`src/rtl/sevga_pkg.sv`:
```
// rtl/sevga_pkg.sv - shared constants, FIFO entry type and state enums for the VRAM write path
package sevga_pkg;

  // Frame-buffer window in CPU word addresses (cpuAddr[14:1])
  localparam logic [13:0] FB_WORD_BASE  = 14'h1380;
  localparam logic [13:0] FB_WORD_LIMIT = 14'h3E40;

  // One captured CPU word write
  typedef struct packed {
    logic [13:0] off;
    logic [15:0] data;
    logic        ube;
    logic        lbe;
  } wr_entry_t;

  typedef enum logic [1:0] {
    CAP_ARM  = 2'd0,
    CAP_IDLE = 2'd1,
    CAP_HOLD = 2'd2
  } cap_state_t;

  typedef enum logic [1:0] {
    EM_EMPTY = 2'd0,
    EM_HI    = 2'd1,
    EM_LO    = 2'd2
  } em_state_t;

  // VRAM byte address: word offset with the byte lane as LSB (0 = upper byte)
  function automatic logic [14:0] vram_byte_addr(input logic [13:0] off, input logic lo);
    return {off, lo};
  endfunction

endpackage

```
`src/rtl/vram_wr_fifo.sv`:
```
// rtl/vram_wr_fifo.sv - synchronous FIFO of captured writes with head/next peek and occupancy
module vram_wr_fifo
  import sevga_pkg::*;
#(
  parameter int DEPTH = 4
) (
  input  logic                   i_clk,
  input  logic                   i_rst_n,
  input  logic                   i_push,
  input  wr_entry_t              i_push_data,
  input  logic                   i_pop,
  output wr_entry_t              o_head,
  output wr_entry_t              o_next,
  output logic [$clog2(DEPTH):0] o_count,
  output logic                   o_push_ok
);

  localparam int AW = $clog2(DEPTH);
  localparam logic [AW:0] LP_FULL = DEPTH[AW:0];

  wr_entry_t       r_mem [DEPTH];
  logic [AW-1:0]   r_wr_ptr;
  logic [AW-1:0]   r_rd_ptr;
  logic [AW:0]     r_count;
  logic [AW-1:0]   w_rd_nxt;
  logic            w_pop;
  logic            w_push_ok;

  // A pop only happens with data present; a push into a full FIFO is allowed when a pop frees the slot
  assign w_pop     = i_pop && (r_count != '0);
  assign w_push_ok = i_push && ((r_count < LP_FULL) || w_pop);
  assign w_rd_nxt  = r_rd_ptr + 1'b1;

  assign o_head    = r_mem[r_rd_ptr];
  assign o_next    = r_mem[w_rd_nxt];
  assign o_count   = r_count;
  assign o_push_ok = w_push_ok;

  // Storage array; contents are qualified by the count so it needs no reset
  always_ff @(posedge i_clk) begin
    if (w_push_ok) begin
      r_mem[r_wr_ptr] <= i_push_data;
    end
  end

  // Pointer and occupancy bookkeeping
  always_ff @(posedge i_clk or negedge i_rst_n) begin
    if (!i_rst_n) begin
      r_wr_ptr <= '0;
      r_rd_ptr <= '0;
      r_count  <= '0;
    end else begin
      if (w_push_ok) begin
        r_wr_ptr <= r_wr_ptr + 1'b1;
      end
      if (w_pop) begin
        r_rd_ptr <= w_rd_nxt;
      end
      case ({w_push_ok, w_pop})
        2'b10:   r_count <= r_count + 1'b1;
        2'b01:   r_count <= r_count - 1'b1;
        default: r_count <= r_count;
      endcase
    end
  end

endmodule

```
`src/rtl/vram_wr_capture.sv`:
```
// rtl/vram_wr_capture.sv - capture CPU frame-buffer writes and replay them as VRAM byte writes (option macro: VRAM_WR_RANGE_CHECK_EN)
module vram_wr_capture
  import sevga_pkg::*;
#(
  parameter int DEPTH = 4
) (
  input  logic                   pixClk,
  input  logic                   nReset,
  input  logic [23:1]            cpuAddr,
  input  logic [15:0]            cpuData,
  input  logic                   ncpuAS,
  input  logic                   ncpuUDS,
  input  logic                   ncpuLDS,
  input  logic                   cpuRnW,
  input  logic [2:0]             ramSize,
  output logic                   wrReq,
  output logic [14:0]            wrAddr,
  output logic [7:0]             wrData,
  input  logic                   wrAck,
  output logic                   overflow,
  output logic [$clog2(DEPTH):0] qLevel
);

  localparam int AW = $clog2(DEPTH);
  // Sync vector order {RnW, LDS, UDS, AS}; strobes reset to asserted so a cycle in flight at reset is never seen idle
  localparam logic [3:0] SYNC_RST = 4'b1000;

  logic [3:0]  r_sync1;
  logic [3:0]  r_sync2;
  logic        w_as;
  logic        w_uds;
  logic        w_lds;
  logic        w_rnw;

  logic [13:0] w_word;
  logic [13:0] w_off;
  logic        w_range_ok;
  logic        w_hit;
  logic        w_unused_a15;

  cap_state_t  r_cap_state;
  cap_state_t  w_cap_next;
  logic        w_cap_fire;
  logic        r_cap_vld;
  wr_entry_t   r_cap_entry;

  wr_entry_t   w_head;
  wr_entry_t   w_next;
  logic [AW:0] w_count;
  logic        w_push_ok;
  logic        w_pop;

  em_state_t   r_em_state;
  em_state_t   w_em_next;
  logic        r_wrReq;
  logic [14:0] r_wrAddr;
  logic [7:0]  r_wrData;
  logic        w_req_next;
  logic [14:0] w_addr_next;
  logic [7:0]  w_data_next;
  logic        w_load;
  wr_entry_t   w_load_entry;
  logic        r_overflow;

  // Two-flop synchronizers on the CPU strobes and direction
  always_ff @(posedge pixClk or negedge nReset) begin
    if (!nReset) begin
      r_sync1 <= SYNC_RST;
      r_sync2 <= SYNC_RST;
    end else begin
      r_sync1 <= {cpuRnW, ncpuLDS, ncpuUDS, ncpuAS};
      r_sync2 <= r_sync1;
    end
  end

  assign w_as  = r_sync2[0];
  assign w_uds = r_sync2[1];
  assign w_lds = r_sync2[2];
  assign w_rnw = r_sync2[3];

  // A15 is a mirror of the frame buffer and deliberately not decoded
  assign w_unused_a15 = cpuAddr[15];

  assign w_word = cpuAddr[14:1];
  assign w_off  = w_word - FB_WORD_BASE;

`ifdef VRAM_WR_RANGE_CHECK_EN
  assign w_range_ok = (w_word >= FB_WORD_BASE) && (w_word < FB_WORD_LIMIT);
`else
  assign w_range_ok = 1'b1;
`endif

  assign w_hit = (cpuAddr[23:22] == 2'b00) && (cpuAddr[21:19] == ramSize) &&
                 (cpuAddr[18:16] == 3'b111) && !w_rnw && w_range_ok;

  // Capture FSM next state: arm on an idle bus, push once per bus cycle, wait for strobe release
  always_comb begin
    w_cap_next = r_cap_state;
    w_cap_fire = 1'b0;
    case (r_cap_state)
      CAP_ARM: begin
        if (w_as && w_uds && w_lds) begin
          w_cap_next = CAP_IDLE;
        end
      end
      CAP_IDLE: begin
        if (!w_as && (!w_uds || !w_lds) && w_hit) begin
          w_cap_fire = 1'b1;
          w_cap_next = CAP_HOLD;
        end
      end
      CAP_HOLD: begin
        if (w_as && w_uds && w_lds) begin
          w_cap_next = CAP_IDLE;
        end
      end
      default: w_cap_next = CAP_ARM;
    endcase
  end

  // Capture state and the registered push toward the FIFO
  always_ff @(posedge pixClk or negedge nReset) begin
    if (!nReset) begin
      r_cap_state <= CAP_ARM;
      r_cap_vld   <= 1'b0;
      r_cap_entry <= '0;
    end else begin
      r_cap_state <= w_cap_next;
      r_cap_vld   <= w_cap_fire;
      if (w_cap_fire) begin
        r_cap_entry <= '{off: w_off, data: cpuData, ube: ~w_uds, lbe: ~w_lds};
      end
    end
  end

  vram_wr_fifo #(
    .DEPTH (DEPTH)
  ) u_fifo (
    .i_clk       (pixClk),
    .i_rst_n     (nReset),
    .i_push      (r_cap_vld),
    .i_push_data (r_cap_entry),
    .i_pop       (w_pop),
    .o_head      (w_head),
    .o_next      (w_next),
    .o_count     (w_count),
    .o_push_ok   (w_push_ok)
  );

  // Emitter next state: walk enabled bytes upper-first, pop after the last ack, chain straight into the next entry
  always_comb begin
    w_em_next    = r_em_state;
    w_req_next   = r_wrReq;
    w_addr_next  = r_wrAddr;
    w_data_next  = r_wrData;
    w_pop        = 1'b0;
    w_load       = 1'b0;
    w_load_entry = w_head;
    case (r_em_state)
      EM_EMPTY: begin
        if (w_count != '0) begin
          w_load = 1'b1;
        end
      end
      EM_HI: begin
        if (wrAck) begin
          if (w_head.lbe) begin
            w_em_next   = EM_LO;
            w_addr_next = vram_byte_addr(w_head.off, 1'b1);
            w_data_next = w_head.data[7:0];
          end else begin
            w_pop = 1'b1;
            if (w_count[AW:1] != '0) begin
              w_load       = 1'b1;
              w_load_entry = w_next;
            end else begin
              w_em_next  = EM_EMPTY;
              w_req_next = 1'b0;
            end
          end
        end
      end
      EM_LO: begin
        if (wrAck) begin
          w_pop = 1'b1;
          if (w_count[AW:1] != '0) begin
            w_load       = 1'b1;
            w_load_entry = w_next;
          end else begin
            w_em_next  = EM_EMPTY;
            w_req_next = 1'b0;
          end
        end
      end
      default: begin
        w_em_next  = EM_EMPTY;
        w_req_next = 1'b0;
      end
    endcase
    if (w_load) begin
      w_req_next = 1'b1;
      if (w_load_entry.ube) begin
        w_em_next   = EM_HI;
        w_addr_next = vram_byte_addr(w_load_entry.off, 1'b0);
        w_data_next = w_load_entry.data[15:8];
      end else begin
        w_em_next   = EM_LO;
        w_addr_next = vram_byte_addr(w_load_entry.off, 1'b1);
        w_data_next = w_load_entry.data[7:0];
      end
    end
  end

  // Emitter state and registered write-slot outputs
  always_ff @(posedge pixClk or negedge nReset) begin
    if (!nReset) begin
      r_em_state <= EM_EMPTY;
      r_wrReq    <= 1'b0;
      r_wrAddr   <= '0;
      r_wrData   <= '0;
    end else begin
      r_em_state <= w_em_next;
      r_wrReq    <= w_req_next;
      r_wrAddr   <= w_addr_next;
      r_wrData   <= w_data_next;
    end
  end

  // Sticky drop flag: a capture arrived while the FIFO was full and nothing left it
  always_ff @(posedge pixClk or negedge nReset) begin
    if (!nReset) begin
      r_overflow <= 1'b0;
    end else if (r_cap_vld && !w_push_ok) begin
      r_overflow <= 1'b1;
    end
  end

  assign wrReq    = r_wrReq;
  assign wrAddr   = r_wrAddr;
  assign wrData   = r_wrData;
  assign overflow = r_overflow;
  assign qLevel   = w_count;

endmodule

```
`config.mk`:
```
export PLATFORM = sky130hd
export DESIGN_NAME = vram_wr_capture
export DESIGN_NICKNAME = d
export VERILOG_FILES = /design/src/rtl/sevga_pkg.sv /design/src/rtl/vram_wr_fifo.sv /design/src/rtl/vram_wr_capture.sv
export SDC_FILE = /design/constraint.sdc
export NUM_CORES = 1
export LEC_CHECK = 0
export ABC_CLOCK_PERIOD_IN_PS = 8500
export CORE_MARGIN = 1.5
export CORE_UTILIZATION = 38
export CTS_CLUSTER_SIZE = 40
export DETAILED_ROUTE_END_ITERATION = 8
export DONT_BUFFER_PORTS = 1
export HOLD_SLACK_MARGIN = 0.05
export PLACE_DENSITY_LB_ADDON = 0.25
export SLEW_MARGIN = 20
export SYNTH_ARGS = -nofsm -noshare
export SYNTH_HDL_FRONTEND = slang
export SYNTH_SLANG_ARGS = --single-unit
```
`constraint.sdc`:
```
create_clock -name pixClk -period 8.5 [get_ports pixClk]
set_input_delay 0.425 -clock pixClk [delete_from_list [all_inputs] [get_ports pixClk]]
set_output_delay 0.425 -clock pixClk [all_outputs]
set_load 0.005 [all_outputs]
```
## After elaboration in Yosys (flattened, before gate mapping)

Memories as Yosys holds them, arrays and structs flattened.
Cells that the tools add are included.

| storage, ports and cells | value |
|---|---|
| bits in registers | 77 |
| bits in writable memories | 128 |
| bits of input ports | 49 |
| output and inout port bits | 28 |
| memories | 1 |

Memory list:

| memory | depth | width | rd ports | clocked after Yosys merged registers in | write ports | RTL line | text |
|---|---|---|---|---|---|---|---|
| u_fifo.r_mem | 4 | 32 | 2 | 0 | 1 | vram_wr_fifo.sv:21 | `wr_entry_t r_mem [DEPTH];` |

| operators by class | value |
|---|---|
| add/subtract/negate cells | 5 |
| magnitude comparators | 1 |
| equality and inequality tests | 14 |
| multiplexer cells | 47 |
| bitwise logic cells | 2 |
| reduce and logical (&&, ||, !) cells | 31 |

Operators with widths:

| cell | count |
|---|---|
| 32-bit two-way mux | 5 |
| 32-bit one-hot mux with 2 select lines | 1 |
| 15-bit two-way mux | 4 |
| 8-bit two-way mux | 5 |
| 1-bit two-way mux | 18 |
| 2-bit two-way mux | 8 |
| 14-bit by 13-bit subtractor with 14-bit output (second input constant) | 1 |
| 1-bit logical AND | 10 |
| 2-bit nonzero test | 5 |
| 3-bit != test (second input constant) | 3 |
| 2-bit by 1-bit == test with 1-bit output (second input constant) | 3 |
| 2-bit == test (second input constant) | 3 |
| 2-bit logical NOT | 3 |
| 1-bit one-hot mux with 3 select lines | 2 |
| 2-bit one-hot mux with 3 select lines | 1 |
| 3-bit one-hot mux with 2 select lines | 1 |
| 3-bit AND reduction | 2 |
| 1-bit logical NOT | 5 |
| 2-bit by 1-bit adder with 2-bit output (second input constant) | 2 |
| 2-bit != test (second input constant) | 2 |
| 2-bit one-hot mux with 2 select lines | 1 |
| 4-bit AND reduction | 1 |
| 3-bit by 1-bit adder with 3-bit output (second input constant) | 1 |
| 3-bit == test | 1 |
| 10 further kinds | 12 |

## Logic depth before layout (Yosys ltp)

Gate-level depths: netlist of run 1.
An unclocked memory read counts as a cell.

| logic depth | value |
|---|---|
| word-level depth | 9 |
| depth in mapped cells | 13 |
| mapped depth without buffers | 13 |

## Modules after synthesis

From an unflattened synthesis of run 1, not the netlist that was laid out.

| unflattened totals | value |
|---|---|
| cells, all modules | 589 |
| area, all modules | 9341.5 um2 |

By module, submodules not included:

| module | times used | cells each | area each (um2) | seq. area each (um2) |
|---|---|---|---|---|
| vram_wr_fifo | 1 | 242 | 5820.6 | 4018.9 |
| vram_wr_capture | 1 | 347 | 3520.9 | 1754.2 |

## Worst setup path after synthesis of run 1

OpenSTA, ideal clock, no wires.

| timing | value |
|---|---|
| path type | reg-to-reg |
| from | register r_em_state[1] |
| to | register u_fifo.r_count[2], in the netlist u_fifo.o_count[2] |
| setup time | 0.079 ns |
| arrival | 2.671 ns |
| path slack | 5.749 ns |
| stages on the path, launching flop included | 14 |
| path buffers | 0 |
| period minus slack after synthesis | 2.751 ns |
| cell sequence | dfrtp_1 inv_1 ha_1 and2_1 a221oi_1 o21ai_0 and2_1 inv_1 ha_1 inv_1 fa_1 xor2_1 nor2_1 xor2_1 |

| on the way | value |
|---|---|
| word-level cells in the longest chain between the ends | 7 |
| elaborated cells on any way between the ends | 10 |

RTL lines:

| item | RTL line | text |
|---|---|---|
| start: declaration | vram_wr_capture.sv:53 | `em_state_t r_em_state;` |
| start signal: assignment | vram_wr_capture.sv:222 | `r_em_state <= w_em_next;` |
| 2-bit == test / 2-bit by 1-bit == test with 1-bit output (equally long branches) | vram_wr_capture.sv:159 | `case (r_em_state)` |
| 1-bit one-hot mux with 2 select lines * | vram_wr_capture.sv:159 |  |
| 1-bit logical AND * | vram_wr_fifo.sv:30 | `assign w_pop = i_pop && (r_count != '0);` |
| 1-bit logical OR | vram_wr_fifo.sv:31 | `assign w_push_ok = i_push && ((r_count < LP_FULL) \|\| w_pop);` |
| 1-bit logical AND | vram_wr_fifo.sv:31 |  |
| 2-bit by 1-bit == test with 1-bit output / 2-bit == test (equally long branches) | vram_wr_fifo.sv:59 | `case ({w_push_ok, w_pop})` |
| 3-bit one-hot mux with 2 select lines / 2-bit nonzero test (equally long branches) | n/a |  |
| end signal: assignment | vram_wr_fifo.sv:60 | `2'b10: r_count <= r_count + 1'b1;` |
| end signal: assignment | vram_wr_fifo.sv:61 | `2'b01: r_count <= r_count - 1'b1;` |
| end signal: assignment | vram_wr_fifo.sv:62 | `default: r_count <= r_count;` |
| end: declaration | vram_wr_fifo.sv:24 | `logic [AW:0] r_count;` |

Mark *: on every way between the ends. The rest lies on a longest branch, timed or not.
A chain may end at the register's enable or synchronous reset.

## Worst setup path after layout of run 1

| timing | value |
|---|---|
| from | register u_fifo.r_rd_ptr[1] |
| to | register r_wrAddr[6], in the netlist wrAddr[6] |

| on the way | value |
|---|---|
| word-level cells in the longest chain between the ends | 7 |
| elaborated cells on any way between the ends | 19 |

RTL lines:

| item | RTL line | text |
|---|---|---|
| start: declaration | vram_wr_fifo.sv:23 | `logic [AW-1:0] r_rd_ptr;` |
| start signal: assignment | vram_wr_fifo.sv:57 | `r_rd_ptr <= w_rd_nxt;` |
| 2-bit by 1-bit adder with 2-bit output | vram_wr_fifo.sv:32 | `assign w_rd_nxt = r_rd_ptr + 1'b1;` |
| memory read 4 x 32 bit * | n/a |  |
| 32-bit two-way mux | vram_wr_capture.sv:173 | `if (w_count[AW:1] != '0) begin` |
| 32-bit two-way mux | vram_wr_capture.sv:167 | `if (w_head.lbe) begin` |
| 32-bit two-way mux | vram_wr_capture.sv:166 | `if (wrAck) begin` |
| 32-bit one-hot mux with 2 select lines | vram_wr_capture.sv:159 |  |
| 15-bit two-way mux | vram_wr_capture.sv:200 | `if (w_load) begin` |
| end signal: assignment | vram_wr_capture.sv:224 | `r_wrAddr <= w_addr_next;` |
| end: declaration | vram_wr_capture.sv:56 | `logic [14:0] r_wrAddr;` |

Mark *: on every way between the ends. The rest lies on a longest branch, timed or not. The select of a mux whose other input is x is not followed.

==> results of run 1 <==
## repair_timing
item,in CTS,in global routing
hold buffers,29,0
resized for setup,0,0
endpoints found under the hold margin,104,0
## worst max-delay path, delay by kind of cell, from the launching register on
family,cells,cell delay (ns)
AO/OA/AOI/OAI,3,1.20
AND/OR/NAND/NOR,1,0.55
buffers and inverters,1,0.68
multiplexers,1,0.50
flip-flops,1,0.34
## per-layer routing
| metal | GRT usage [%] | up-vias | wire (um) |
|---|---|---|---|
| li1 | - | 2460 | - |
| met1 | 20.4 | 2764 | 8480 |
| met2 | 28.1 | 102 | 10200 |
| met3 | 4.43 | 21 | 1190 |
| met4 | 3.60 | 0 | 295 |
| met5 | 0 | - | 0 |
## stage by stage
step | cell area, um^2 | total power [mW] | worst slack [ns] | instances | util, %
after floorplan | 9310 | 1.29 | 5.75 | 634 | -
after global placement | 9630 | 1.36 | 5.11 | 929 | 39.8
after detailed placement | 9630 | 1.37 | 5.05 | 929 | 39.8
after CTS | 10700 | 2.37 | 5.06 | 998 | 44.2
after global routing | 10700 | 2.44 | 4.86 | 998 | 44.2
final | 10700 | 2.34 | 5.10 | 998 | 44.2
## cell usage in the layout (no fill, tap or decap), drive strengths merged, types with 3 or more instances in the layout
master / instances
mux2: 10
buf: 13
a22oi: 13
nand2: 108
o31ai: 14
nor2: 16
nand3: 7
dfrtp: 75
xor2: 9
clkbuf: 32
and2: 3
ha: 10
a32o: 9
mux2i: 35
mux4: 55
dlygate4sd3: 28
inv: 14
clkinv: 6
and3: 5
o22ai: 9
a21oi: 15
o21ai: 25
edfxtp: 128
xnor2: 5
## final cells by class
type                    instances  area, um^2
repair buffers                 41         398
well taps                     324         405
clock inverters                 8        90.1
inverters                      13        48.8
clock buffers                  32         671
multi-input cells             375        3300
fillers                      2129       13500
flip-flops and latches        205        5780
## cells by family (layout without fill, tap and decap cells)
kind of cell,count (synthesis),in the layout,share of synthesized area [%]
xor gates and xnor gates,14,14,1.32
and+or+nand+nor,153,153,7.11
buffers and inverters,54,94,2.61
DFF,205,205,62.0
muxes,100,100,18.3
AOI/OAI and AO/OA,97,97,7.09
adders and majority gates,11,11,1.56
## registers in the layout, indices dropped and copies added, names as in the netlist
name             count
wrAddr              15
r_cap_entry         32
r_sync2              4
r_sync1              4
r_cap_state          2
r_cap_vld            1
wrReq                1
u_fifo.r_mem       128
u_fifo.r_rd_ptr      2
overflow             1
r_em_state           2
wrData               8
u_fifo.o_count       3
u_fifo.r_wr_ptr      2
## power by group through the flow
stage	clock network, mW	registers, mW	logic [mW]
2_1_floorplan	0	1.15	0.140
3_3_place_gp	0	1.18	0.180
3_5_place_dp	0	1.18	0.186
4_1_cts	0.994	1.16	0.208
5_1_grt	1.04	1.17	0.231
6_report	0.972	1.16	0.206
## final timing paths
check	from	end	slack, ns	cells after the start
worst max register to register	u_fifo.r_rd_ptr[1]	wrAddr[6]	5.10	6
max in group asynchronous	nReset	u_fifo.r_rd_ptr[0]	7.61	2
worst max-delay path	u_fifo.r_rd_ptr[1]	wrAddr[6]	5.10	6
worst min register to register	r_sync1[1]	r_sync2[1]	0.35	0
worst min-delay path	cpuData[12]	r_cap_entry[14]	0.08	2
min in group asynchronous	nReset	r_cap_entry[2]	0.48	2
==> flow_results.xml, run 1 <==
<?xml version="1.0" encoding="UTF-8"?>
<metrics>
  <group name="outcome">
    <metric name="status" unit="">finished, final reports clean</metric>
  </group>
  <group name="setup_path">
    <metric name="critPathSlowestCell" unit="">a221oi_2</metric>
    <metric name="critical_path.max_stage_delay" unit="ns">0.74</metric>
    <metric name="timing.critical_path.arrival" unit="ns">3.78</metric>
    <metric name="start_kind" unit="">register</metric>
    <metric name="crit_path_max_fanout" unit="">66</metric>
    <metric name="required_time_at_the_endpoint_of_the_critical_path" unit="ns">8.88</metric>
    <metric name="crit_end_element" unit="">register</metric>
    <metric name="path_cells" unit="">buf_4, mux4_2, a221oi_2, nand3_2, a22oi_1, o31ai_1</metric>
    <metric name="timing_worst_setup_path_type" unit="">reg2reg</metric>
  </group>
  <group name="yosys">
    <metric name="synthFlopType" unit="">edfxtp_1</metric>
    <metric name="syn-num-nets" unit="">694</metric>
    <metric name="netlist.area_leader.share" unit="%">41.3</metric>
    <metric name="cell_type_with_the_highest_aggregate_area_in_the_netlist" unit="">edfxtp_1</metric>
    <metric name="avgSynthCellArea" unit="um^2">14.7</metric>
    <metric name="synth.ff_latch_count" unit="">205</metric>
    <metric name="synth.yosys.warnings" unit="">0</metric>
    <metric name="cell_area_after_synthesis" unit="mm^2">0.00931</metric>
    <metric name="postSynth.asyncResetShare" unit="%">37.6</metric>
    <metric name="syn-instance-count" unit="">634</metric>
    <metric name="synthDistinctLibCells" unit="">50</metric>
    <metric name="synth.cells.most_frequent" unit="">edfxtp_1 (128), nand2_1 (108), dfrtp_1 (75), mux4_2 (55), mux2i_1 (35)</metric>
    <metric name="synth_edf_count" unit="">128</metric>
    <metric name="synth.top_cells.by_area" unit="">edfxtp_1 (41%), dfrtp_1 (20%), mux4_2 (13%), nand2_1 (4.4%), mux2i_1 (3.8%)</metric>
    <metric name="synth.most_common_cell" unit="">edfxtp_1</metric>
    <metric name="yosysSeqAreaShare" unit="%">62.0</metric>
  </group>
  <group name="timing">
    <metric name="maxClockFrequency" unit="MHz">294</metric>
    <metric name="layout_worst_path_cycle_share" unit="%">40.0</metric>
    <metric name="setup-tns-final" unit="ns">0</metric>
    <metric name="clock-skew-final" unit="ns">0.0275</metric>
    <metric name="setup_viol" unit="">0</metric>
    <metric name="worst_slew_margin_rel" unit="%">40.5</metric>
    <metric name="grt_setup_unrepaired" unit="">no</metric>
    <metric name="fin_crit" unit="ns">3.40</metric>
    <metric name="tightestPinTransition" unit="ns">0.893</metric>
    <metric name="timing_hold_violations_final" unit="">0</metric>
    <metric name="timing.hold.ws" unit="ns">0.0794</metric>
    <metric name="final_max_slew_viol_count" unit="">0</metric>
  </group>
  <group name="die">
    <metric name="placement_rows" unit="">57</metric>
    <metric name="top_level_ports" unit="">77</metric>
    <metric name="die_w" unit="um">159</metric>
    <metric name="floorplan.initialDensity" unit="%">38.5</metric>
    <metric name="fp.dieH" unit="um">159</metric>
    <metric name="die-area" unit="mm^2">0.0254</metric>
    <metric name="fp.coreArea" unit="mm^2">0.0242</metric>
  </group>
  <group name="power">
    <metric name="p_int" unit="mW">1.77</metric>
    <metric name="power.share.sequential" unit="%">49.6</metric>
    <metric name="static-leakage-power" unit="nW">4.10</metric>
    <metric name="power-per-cell-area" unit="mW/mm^2">219</metric>
    <metric name="power_switching_share" unit="%">24.4</metric>
    <metric name="power.combinational.fraction" unit="%">8.8</metric>
    <metric name="power.ir.vdd_worst" unit="uV">148</metric>
    <metric name="switching_power" unit="mW">0.572</metric>
    <metric name="power.clock.fraction" unit="%">41.6</metric>
  </group>
  <group name="cells_and_area">
    <metric name="layout-drive-gt1-share" unit="%">18.4</metric>
    <metric name="num_antenna_cells" unit="">0</metric>
    <metric name="final_net_count" unit="">718</metric>
    <metric name="area_growth" unit="%">14.9</metric>
  </group>
  <group name="placed_design">
    <metric name="numPortBuffers" unit="">0</metric>
    <metric name="finalWeightedCongestion" unit="">0.726</metric>
    <metric name="dp_hpwl" unit="mm">12.2</metric>
  </group>
  <group name="routing">
    <metric name="via_count" unit="">5347</metric>
    <metric name="drt-wirelength-per-cell" unit="um">20.2</metric>
    <metric name="remaining_drc_errors" unit="">0</metric>
    <metric name="drt-total-wl" unit="mm">20.2</metric>
    <metric name="detailedRoute.firstIterationViolations" unit="">299</metric>
    <metric name="post_drt_via_cell_ratio" unit="">5.36</metric>
    <metric name="ant_nets" unit="">0</metric>
    <metric name="drt-pass1-iter-count" unit="">4</metric>
  </group>
  <group name="cts">
    <metric name="cts-root-buf" unit="">clkbuf_16</metric>
    <metric name="clock_insertion_delay_worst_skew" unit="ns">0.53</metric>
    <metric name="cts_buffer_depth" unit="">3</metric>
    <metric name="cts_tree" unit="">done</metric>
    <metric name="clk_transition_reported_paths" unit="ns">0.07</metric>
    <metric name="postCtsSetupRepairBufs" unit="">0</metric>
    <metric name="clock_tree.htree_level_count" unit="">1</metric>
    <metric name="clock_sinks" unit="">205</metric>
    <metric name="tritoncts.num_buffers" unit="">22</metric>
  </group>
  <group name="global_route">
    <metric name="grt_use_total" unit="%">16.3</metric>
    <metric name="global_route.overflow_total" unit="">0</metric>
    <metric name="grt_pass1_vias" unit="">5646</metric>
    <metric name="grt_antenna_before_repair" unit="">0</metric>
    <metric name="grt_start_max_net_pins" unit="">78</metric>
    <metric name="grt_first_pass_wirelength" unit="mm">32.2</metric>
  </group>
  <group name="job">
    <metric name="drv_cap" unit="">0</metric>
  </group>
  <group name="worst_hold_path">
    <metric name="hold_crit_class" unit="">in2reg</metric>
  </group>
</metrics>
Power figures use the tool's default switching activity.
==> inputs of run 2 (changes only) <==
Settings changed: ABC_CLOCK_PERIOD_IN_PS 8500 to 3400.
Clock period 8.5 ns to 3.4 ns, I/O delays scaled along.
==> run 2 against run 1 <==
  * Via count grew 4.3%
  * Utilization grew 0.92 points
  * Setup slack lost 4.6 ns
  * Die area is the same
  * Clock skew shrank 0.016 ns
  * Combinational power grew to 2.7 times the previous value
  * Largest cell class unchanged
==> flow_results.xml, run 2 (same netlist as run 1, synthesis figures left out) <==
<?xml version="1.0" encoding="UTF-8"?>
<metrics>
  <group name="cells_and_area">
    <metric name="final_cell_mix" unit="">edfxtp_1 (128), nand2_1 (108), dfrtp_1 (73)</metric>
    <metric name="layout.cells.most_common" unit="">edfxtp_1</metric>
    <metric name="layout-drive-gt1-share" unit="%">19.2</metric>
    <metric name="final_cells" unit="">1022</metric>
    <metric name="final_util" unit="%">45.2</metric>
    <metric name="sequential_cell_area" unit="mm^2">0.00578</metric>
    <metric name="multi_input_comb_area" unit="mm^2">0.00330</metric>
    <metric name="largest_register_by_flop_count" unit="">u_fifo.r_mem</metric>
    <metric name="final_net_count" unit="">741</metric>
    <metric name="largest_register_ffs" unit="">128</metric>
    <metric name="area_growth" unit="%">17.3</metric>
    <metric name="fillers" unit="">2145</metric>
    <metric name="num_antenna_cells" unit="">0</metric>
  </group>
  <group name="routing">
    <metric name="remaining_drc_errors" unit="">0</metric>
    <metric name="ant_nets" unit="">0</metric>
    <metric name="via_count" unit="">5576</metric>
    <metric name="post_drt_via_cell_ratio" unit="">5.46</metric>
    <metric name="drt-wirelength-per-cell" unit="um">20.6</metric>
    <metric name="drt-pass1-iter-count" unit="">4</metric>
    <metric name="drt-total-wl" unit="mm">21.0</metric>
    <metric name="detailedRoute.firstIterationViolations" unit="">330</metric>
  </group>
  <group name="die">
    <metric name="die_w" unit="um">159</metric>
    <metric name="fp.dieH" unit="um">159</metric>
    <metric name="floorplan.initialDensity" unit="%">38.5</metric>
    <metric name="fp.coreArea" unit="mm^2">0.0242</metric>
    <metric name="die-area" unit="mm^2">0.0254</metric>
    <metric name="placement_rows" unit="">57</metric>
    <metric name="top_level_ports" unit="">77</metric>
  </group>
  <group name="worst_hold_path">
    <metric name="hold_crit_class" unit="">in2reg</metric>
  </group>
  <group name="global_route">
    <metric name="grt_use_total" unit="%">17.0</metric>
    <metric name="grt_antenna_before_repair" unit="">0</metric>
    <metric name="grt_first_pass_wirelength" unit="mm">33.8</metric>
    <metric name="global_route.overflow_total" unit="">0</metric>
    <metric name="grt_pass1_vias" unit="">6077</metric>
    <metric name="grt_start_max_net_pins" unit="">78</metric>
  </group>
  <group name="cts">
    <metric name="clk_transition_reported_paths" unit="ns">0.06</metric>
    <metric name="clock_insertion_delay_worst_skew" unit="ns">0.52</metric>
    <metric name="clock_tree.htree_level_count" unit="">1</metric>
    <metric name="cts.repair.resized" unit="">0</metric>
    <metric name="cts_buffer_depth" unit="">3</metric>
    <metric name="cts-root-buf" unit="">clkbuf_16</metric>
    <metric name="clock_sinks" unit="">205</metric>
    <metric name="cts_tree" unit="">done</metric>
    <metric name="tritoncts.num_buffers" unit="">23</metric>
  </group>
  <group name="timing">
    <metric name="clock-skew-final" unit="ns">0.0119</metric>
    <metric name="final_max_slew_viol_count" unit="">0</metric>
    <metric name="grt_setup_unrepaired" unit="">no</metric>
    <metric name="tightestPinTransition" unit="ns">0.881</metric>
    <metric name="layout_worst_path_cycle_share" unit="%">86.2</metric>
    <metric name="worst_slew_margin_rel" unit="%">41.3</metric>
    <metric name="setup-tns-final" unit="ns">0</metric>
    <metric name="maxClockFrequency" unit="MHz">341</metric>
    <metric name="fin_crit" unit="ns">2.93</metric>
    <metric name="setup_viol" unit="">0</metric>
    <metric name="timing_hold_violations_final" unit="">0</metric>
  </group>
  <group name="placed_design">
    <metric name="finalWeightedCongestion" unit="">0.780</metric>
    <metric name="dp_hpwl" unit="mm">12.8</metric>
    <metric name="dp.cells" unit="">939</metric>
    <metric name="numPortBuffers" unit="">0</metric>
  </group>
  <group name="outcome">
    <metric name="status" unit="">finished, final reports clean</metric>
  </group>
  <group name="setup_path">
    <metric name="timing_worst_setup_path_type" unit="">reg2reg</metric>
    <metric name="crit_end_element" unit="">register</metric>
    <metric name="timing.critical_path.arrival" unit="ns">3.36</metric>
    <metric name="required_time_at_the_endpoint_of_the_critical_path" unit="ns">3.83</metric>
    <metric name="start_kind" unit="">register</metric>
    <metric name="crit_path_max_fanout" unit="">6</metric>
  </group>
  <group name="job">
    <metric name="drv_cap" unit="">0</metric>
  </group>
  <group name="power">
    <metric name="static-leakage-power" unit="nW">4.21</metric>
    <metric name="power" unit="mW">5.96</metric>
    <metric name="power-per-cell-area" unit="mW/mm^2">546</metric>
    <metric name="power.ir.vdd_worst" unit="uV">376</metric>
  </group>
</metrics>
## run 2: worst paths after layout
path | from | to | slack (ns) | cells past startpoint
setup / recovery | r_em_state[1] | u_fifo.o_count[2] | 0.47 | 13
hold / removal | cpuAddr[18] | r_cap_state[0] | 0.14 | 5
setup reg to reg | r_em_state[1] | u_fifo.o_count[2] | 0.47 | 13
hold reg to reg | r_sync1[0] | r_sync2[0] | 0.35 | 0
max in group asynchronous | nReset | u_fifo.r_rd_ptr[0] | 2.76 | 2
min in group asynchronous | nReset | r_cap_entry[2] | 0.30 | 2
## run 2: cell type report
type                       count  share of cell area [%]
clock inverter                12                    1.39
tap                          324                    3.71
inverter                      13                   0.447
clock buffer                  30                    5.60
multi-input combinational    375                    30.3
timing repair buffer          63                    5.66
sequential                   205                    52.9
## run 2: power by group
part | total, mW | internal [mW] | leakage (nW) | switching [mW]
registers | 2.90 | 2.76 | 2.40 | 0.138
logic | 0.560 | 0.235 | 1.44 | 0.325
clock network | 2.50 | 1.51 | 0.375 | 0.995
## run 2: worst max-delay path, stage by stage, from the launching register on
cell	delay (ns)
dfrtp_1	0.40
inv_1	0.11
ha_1	0.26
and2_1	0.20
a221oi_1	0.40
o21ai_0	0.19
and2_1	0.22
inv_1	0.06
ha_1	0.17
inv_1	0.06
fa_1	0.38
xor2_1	0.15
nor2_1	0.11
xor2_1	0.15
## run 2: layer usage
layer	part of all wire, %	global-route usage, %
met2	49	28.8
met5	0	0
met3	6.0	4.19
met1	43	21.9
met4	2.1	4.37
## run 2: through the flow
stage	area [um^2]	worst slack (ns)	hold slack, ns
2_1_floorplan	9310	0.649	-0.126
3_3_place_gp	9730	0.576	-0.122
3_5_place_dp	9730	0.491	-0.122
4_1_cts	10900	0.479	0.111
5_1_grt	10900	0.230	0.137
6_report	10900	0.470	0.138
## run 2: timing repair
action                     CTS  global route
hold endpoints to repair   116             0
setup buffers                0             0
hold buffers                41             0
setup endpoints to repair    0             0
